--- config.mk ---
export PLATFORM = sky130hd
export DESIGN_NAME = alu_rr_arbiter
export DESIGN_NICKNAME = d
export VERILOG_FILES = /design/src/rtl/alu_rr_arbiter.sv
export SDC_FILE = /design/constraint.sdc
export NUM_CORES = 1
export LEC_CHECK = 0
export CORE_AREA = 2 2 208 210
export DETAILED_ROUTE_END_ITERATION = 8
export DIE_AREA = 0 0 210 212
export SLEW_MARGIN = 40
export SYNTH_ARGS = -nofsm -noshare
export SYNTH_HDL_FRONTEND = slang
export SYNTH_SLANG_ARGS = --single-unit
export TNS_END_PERCENT = 100
--- constraint.sdc ---
create_clock -name clk -period 9.25 [get_ports clk]
set_clock_uncertainty 0.2 [all_clocks]
set_input_delay 1.85 -clock clk [delete_from_list [all_inputs] [get_ports clk]]
set_output_delay 1.85 -clock clk [all_outputs]
set_load 0.01 [all_outputs]
--- src/rtl/alu_rr_arbiter.sv ---
// rtl/alu_rr_arbiter.sv - two-requester arbiter in front of one shared 64-bit bitwise ALU
//
// Purpose: accepts one operation at a time from req0/req1 (valid/ready),
// registers its operands onto the shared ALU, captures the ALU result and
// flags one cycle later, and holds the response until resp_ready.
// Sequence per op: IDLE (accept) -> EXEC (ALU settles) -> RESP (hold).
//
// Ports:
//   clk, reset                         clock, async active-high reset
//   reqN_valid/reqN_ready              request handshake, N = 0,1
//   reqN_A, reqN_B, reqN_op            operands and op code per requester
//   alu_A, alu_B, alu_op               registered operands to the shared ALU
//   alu_result, alu_zero, alu_negative shared ALU outputs
//   resp_valid/resp_ready              response handshake
//   resp_id                            owner of the held response
//   result, zero, negative             captured ALU result and flags
//
// Configuration macro: ALU_ARB_FIXED_PRIO_EN
//   defined   - requester 0 always wins a contest
//   undefined - round-robin against last_grant

module alu_rr_arbiter #(
   parameter int WIDTH = 64
) (
   input  logic             clk,
   input  logic             reset,
   input  logic             req0_valid,
   output logic             req0_ready,
   input  logic [WIDTH-1:0] req0_A,
   input  logic [WIDTH-1:0] req0_B,
   input  logic [1:0]       req0_op,
   input  logic             req1_valid,
   output logic             req1_ready,
   input  logic [WIDTH-1:0] req1_A,
   input  logic [WIDTH-1:0] req1_B,
   input  logic [1:0]       req1_op,
   output logic [WIDTH-1:0] alu_A,
   output logic [WIDTH-1:0] alu_B,
   output logic [1:0]       alu_op,
   input  logic [WIDTH-1:0] alu_result,
   input  logic             alu_zero,
   input  logic             alu_negative,
   output logic             resp_valid,
   input  logic             resp_ready,
   output logic             resp_id,
   output logic [WIDTH-1:0] result,
   output logic             zero,
   output logic             negative
);

   typedef enum logic [1:0] {
      ST_IDLE = 2'd0,
      ST_EXEC = 2'd1,
      ST_RESP = 2'd2
   } state_t;

   state_t           state_q, state_d;
   logic             last_grant_q, last_grant_d;
   logic [WIDTH-1:0] alu_a_q, alu_a_d;
   logic [WIDTH-1:0] alu_b_q, alu_b_d;
   logic [1:0]       alu_op_q, alu_op_d;
   logic [WIDTH-1:0] result_q, result_d;
   logic             zero_q, zero_d;
   logic             negative_q, negative_d;
   logic             resp_valid_q, resp_valid_d;
   logic             resp_id_q, resp_id_d;

   logic             grant1;
   logic             idle;

   // grant1 names the requester the arbiter would pick this cycle; it only
   // matters when at least one valid is high.
`ifdef ALU_ARB_FIXED_PRIO_EN
   assign grant1 = req1_valid & ~req0_valid;
`else
   // Requester 1 wins a contest only if requester 0 was granted last.
   assign grant1 = req1_valid & (~req0_valid | ~last_grant_q);
`endif

   assign idle       = (state_q == ST_IDLE);
   assign req0_ready = idle & req0_valid & ~grant1;
   assign req1_ready = idle & grant1;

   always_comb begin
      state_d      = state_q;
      last_grant_d = last_grant_q;
      alu_a_d      = alu_a_q;
      alu_b_d      = alu_b_q;
      alu_op_d     = alu_op_q;
      result_d     = result_q;
      zero_d       = zero_q;
      negative_d   = negative_q;
      resp_valid_d = resp_valid_q;
      resp_id_d    = resp_id_q;

      case (state_q)
         ST_IDLE: begin
            if (req0_ready || req1_ready) begin
               alu_a_d      = grant1 ? req1_A  : req0_A;
               alu_b_d      = grant1 ? req1_B  : req0_B;
               alu_op_d     = grant1 ? req1_op : req0_op;
               resp_id_d    = grant1;
               last_grant_d = grant1;
               state_d      = ST_EXEC;
            end
         end
         ST_EXEC: begin
            // The ALU has had a full cycle on the registered operands.
            result_d     = alu_result;
            zero_d       = alu_zero;
            negative_d   = alu_negative;
            resp_valid_d = 1'b1;
            state_d      = ST_RESP;
         end
         ST_RESP: begin
            if (resp_ready) begin
               resp_valid_d = 1'b0;
               state_d      = ST_IDLE;
            end
         end
         default: begin
            state_d = ST_IDLE;
         end
      endcase
   end

   always_ff @(posedge clk or posedge reset) begin
      if (reset) begin
         state_q      <= ST_IDLE;
         last_grant_q <= 1'b1;
         alu_a_q      <= '0;
         alu_b_q      <= '0;
         alu_op_q     <= 2'b00;
         result_q     <= '0;
         zero_q       <= 1'b0;
         negative_q   <= 1'b0;
         resp_valid_q <= 1'b0;
         resp_id_q    <= 1'b0;
      end else begin
         state_q      <= state_d;
         last_grant_q <= last_grant_d;
         alu_a_q      <= alu_a_d;
         alu_b_q      <= alu_b_d;
         alu_op_q     <= alu_op_d;
         result_q     <= result_d;
         zero_q       <= zero_d;
         negative_q   <= negative_d;
         resp_valid_q <= resp_valid_d;
         resp_id_q    <= resp_id_d;
      end
   end

   assign alu_A      = alu_a_q;
   assign alu_B      = alu_b_q;
   assign alu_op     = alu_op_q;
   assign result     = result_q;
   assign zero       = zero_q;
   assign negative   = negative_q;
   assign resp_valid = resp_valid_q;
   assign resp_id    = resp_id_q;

endmodule

==> Implementation_results.wiki <==
{| class="wikitable"
! Metric !! Value
|-
| Total clock buffers created by CTS || 25
|-
| Worst hold margin || 0.281 ns
|-
| CP Data Required Time || 7.20 ns
|-
| Number of standard cells after synthesis || 581
|-
| Worst supply voltage drop on vdd || 169 uV
|-
| Post-synth net total || 912
|-
| Worst-skew pair later-pin latency || 0.53 ns
|-
| DRT antenna net count || 0
|-
| Leakage power of the design || 0.00681 uW
|-
| Final period utilization || 63.3%
|-
| Clock Root Buffer || clkbuf_16
|-
| Final max-slew violation count || 0
|-
| Total grt overflow || 0
|-
| Number of endpoints failing setup at the final stage || 0
|-
| Layout Nets || 1439
|-
| Yosys warning total || 0
|-
| RD Place Congestion || 0.760
|-
| Avg Inst Size Synth || 16.6 um^2
|-
| Initial antenna violation count || 0
|-
| Floorplan die width || 210 um
|-
| Clock Sinks || 201
|-
| R2r startpoint || last_grant_q
|-
| CTS H-tree lvls || 1
|-
| Worst setup margin || 3.39 ns
|-
| Vias in the first global route || 7327
|-
| Reg2reg end || alu_A[18]
|-
| Power Dens Cells || 314 mW/mm^2
|-
| Inst Count DP || 1627
|-
| Register-to-register setup slack || 6.39 ns
|-
| Transition at the pin with the smallest max-transition slack || 0.806 ns
|-
| Number of max-cap violations || 0
|-
| Setup slack after placement || 3.39 ns
|-
| Sum of routed wire length over all layers || 30.0 mm
|-
| Maximum clock insertion buffer count || 3
|-
| Clock-pin slew reported for the worst setup and hold paths after clock tree synthesis || 0.06 ns
|-
| Start point of the worst min-delay path || resp_id
|-
| Count of inserted antenna diode cells || 0
|-
| Number of flops mapped to enable cells by yosys || 0
|-
| Arrival time of data at the critical path endpoint || 3.81 ns
|-
| Setup_tns || 0 ns
|-
| Remaining DRCs || 0
|-
| Launching element type of the critical path || input port
|-
| Max FO, Critical Path || 41
|-
| Via/cell ratio || 4.09
|-
| Placeable core region || 0.0425 mm^2
|-
| Routed WL per cell || 18.0 um
|-
| CTS hold repair buffers || 0
|-
| Terminating pin of the worst hold path || resp_id
|-
| Worst setup EP type || output port
|-
| Layout cell share with drive strength beyond 1 || 33.6%
|-
| TritonCTS clock tree || done
|-
| Ys flop type || dfrtp_1
|-
| Synthesis-to-layout area growth || 68.5%
|-
| Number of cells traversed by the worst hold path || 1
|-
| Total number of placement rows || 76
|-
| Total GRT Usage || 13.0%
|-
| Die Area || 0.0445 mm^2
|-
| Maximum number of pins on one net before global-route repair || 87
|-
| Initial core utilization || 22.6%
|-
| Port bufs || 530
|-
| Number of synthesized register bits || 201
|-
| First-pass GRT wire length || 44.5 mm
|-
| First element of the critical path || req0_valid
|-
| Total standard cell area after synthesis || 0.00963 mm^2
|-
| Seq/Total Area, Yosys || 52.3%
|-
| Rel. slew slack || 46.3%
|-
| Distinct cell type count after synthesis || 20
|-
| Final Hold Viols || 0
|-
| Layout filler cell count || 4086
|-
| Critical Setup Path Class || input port to output port
|-
| Non-filler instance count after layout || 1667
|-
| Num ports || 531
|-
| DIE HEIGHT || 212 um
|-
| Detailed router's first-iteration violation count || 202
|-
| Upper clock frequency limit || 171 MHz
|-
| Reg2reg path depth || 4
|-
| Final critical delay including setup and external delays || 5.86 ns
|-
| Vias || 6812
|-
| Pre-antenna DRT Iters || 3
|-
| Worst hold path type || register to register
|-
| HPWL Detailed || 22.7 mm
|-
| FFs w/ async S/R, synth || 100%
|-
| Buffer count from post-CTS setup fixing || 0
|-
| Status || finished, final reports clean
|-
| RSZ-0062 raised after global routing || no
|-
| Number of resized instances in the post-cts repair step || 0
|}
==> cells by family after synthesis <==
family	Yosys count	synth area share, %
buffers and inverters	39	2.91
and+or+nand+nor	8	0.442
DFF	201	52.3
muxes	326	43.9
AOI/OAI and AO/OA	7	0.481
==> final cells by class <==
class                   instances  area [um^2]  area share (%)
clock buffers                  30          674            4.16
clock inverters                10          108           0.663
inverters                       2         15.0          0.0925
multi-input cells             341         4340            26.7
flip-flops and latches        201         5030            31.0
well taps                     546          683            4.21
repair buffers                537         5380            33.1
==> cell usage after synthesis, drive strengths merged, types with 2 or more instances <==
library cell	n	area (um^2)
inv	2	7.51
dfrtp	200	5000
mux2	326	4230
buf	37	273
nand2	2	7.51
a21oi	3	15.0
==> cell usage in the layout, fill, tap and decap left out, drive strengths merged, types with 2 or more instances in the layout <==
cell type	Yosys	final
mux2	326	326
inv	2	4
nand2	2	2
clkdlybuf4s50	0	530
clkbuf	0	30
bufinv	0	2
a21oi	3	3
dfrtp	200	200
buf	37	7
clkinv	0	6
==> worst max path at each step <==
stage,endpoint,slack (ns),depth (start not counted)
detailed placement,req0_ready,3.39,4
floorplan,alu_A[0],1.72,1
finish,req0_ready,3.39,4
CTS,req0_ready,3.37,4
global placement,req0_ready,3.41,4
global route,req0_ready,3.30,4
==> metrics by stage <==
| stage | util [%] | area (um^2) | total power [uW] |
|---|---|---|---|
| floorplan | - | 9630 | 2900 |
| global placement | 36.3 | 15400 | 4170 |
| detailed placement | 36.3 | 15400 | 4200 |
| CTS | 38.2 | 16200 | 5200 |
| global route | 38.2 | 16200 | 5390 |
| finish | 38.2 | 16200 | 5090 |
==> power breakdown <==
part           total (uW)  leakage (uW)  internal [uW]  switching [uW]
logic                2550       0.00407           1630             914
clock network         947      0.000393            569             377
registers            1600       0.00235           1340             257
total                5090       0.00681           3540            1550
==> layer usage <==
layer  track usage [%]  vias up  part of all wire, %
met4              3.84        0                  2.9
met3              4.15       52                  7.9
met5                 0        -                    0
met1              15.0     3310                   39
li1                  -     3144                    -
met2              22.9      306                   50
==> critical path, cell delays in order <==
cell and delay [ns]:
clkdlybuf4s50_1 0.59, a21bo_4 0.58, and3_1 0.26, clkdlybuf4s50_1 0.53
==> sequential cells by signal, summed over array words and instances (netlist names) <==
signal and cells:
alu_A 64, alu_B 64, alu_op 2, last_grant_q 1, negative 1, resp_id 1
resp_valid 1, result 64, state_q 2, zero 1
Note: power is estimated with default switching activity, not from simulation.
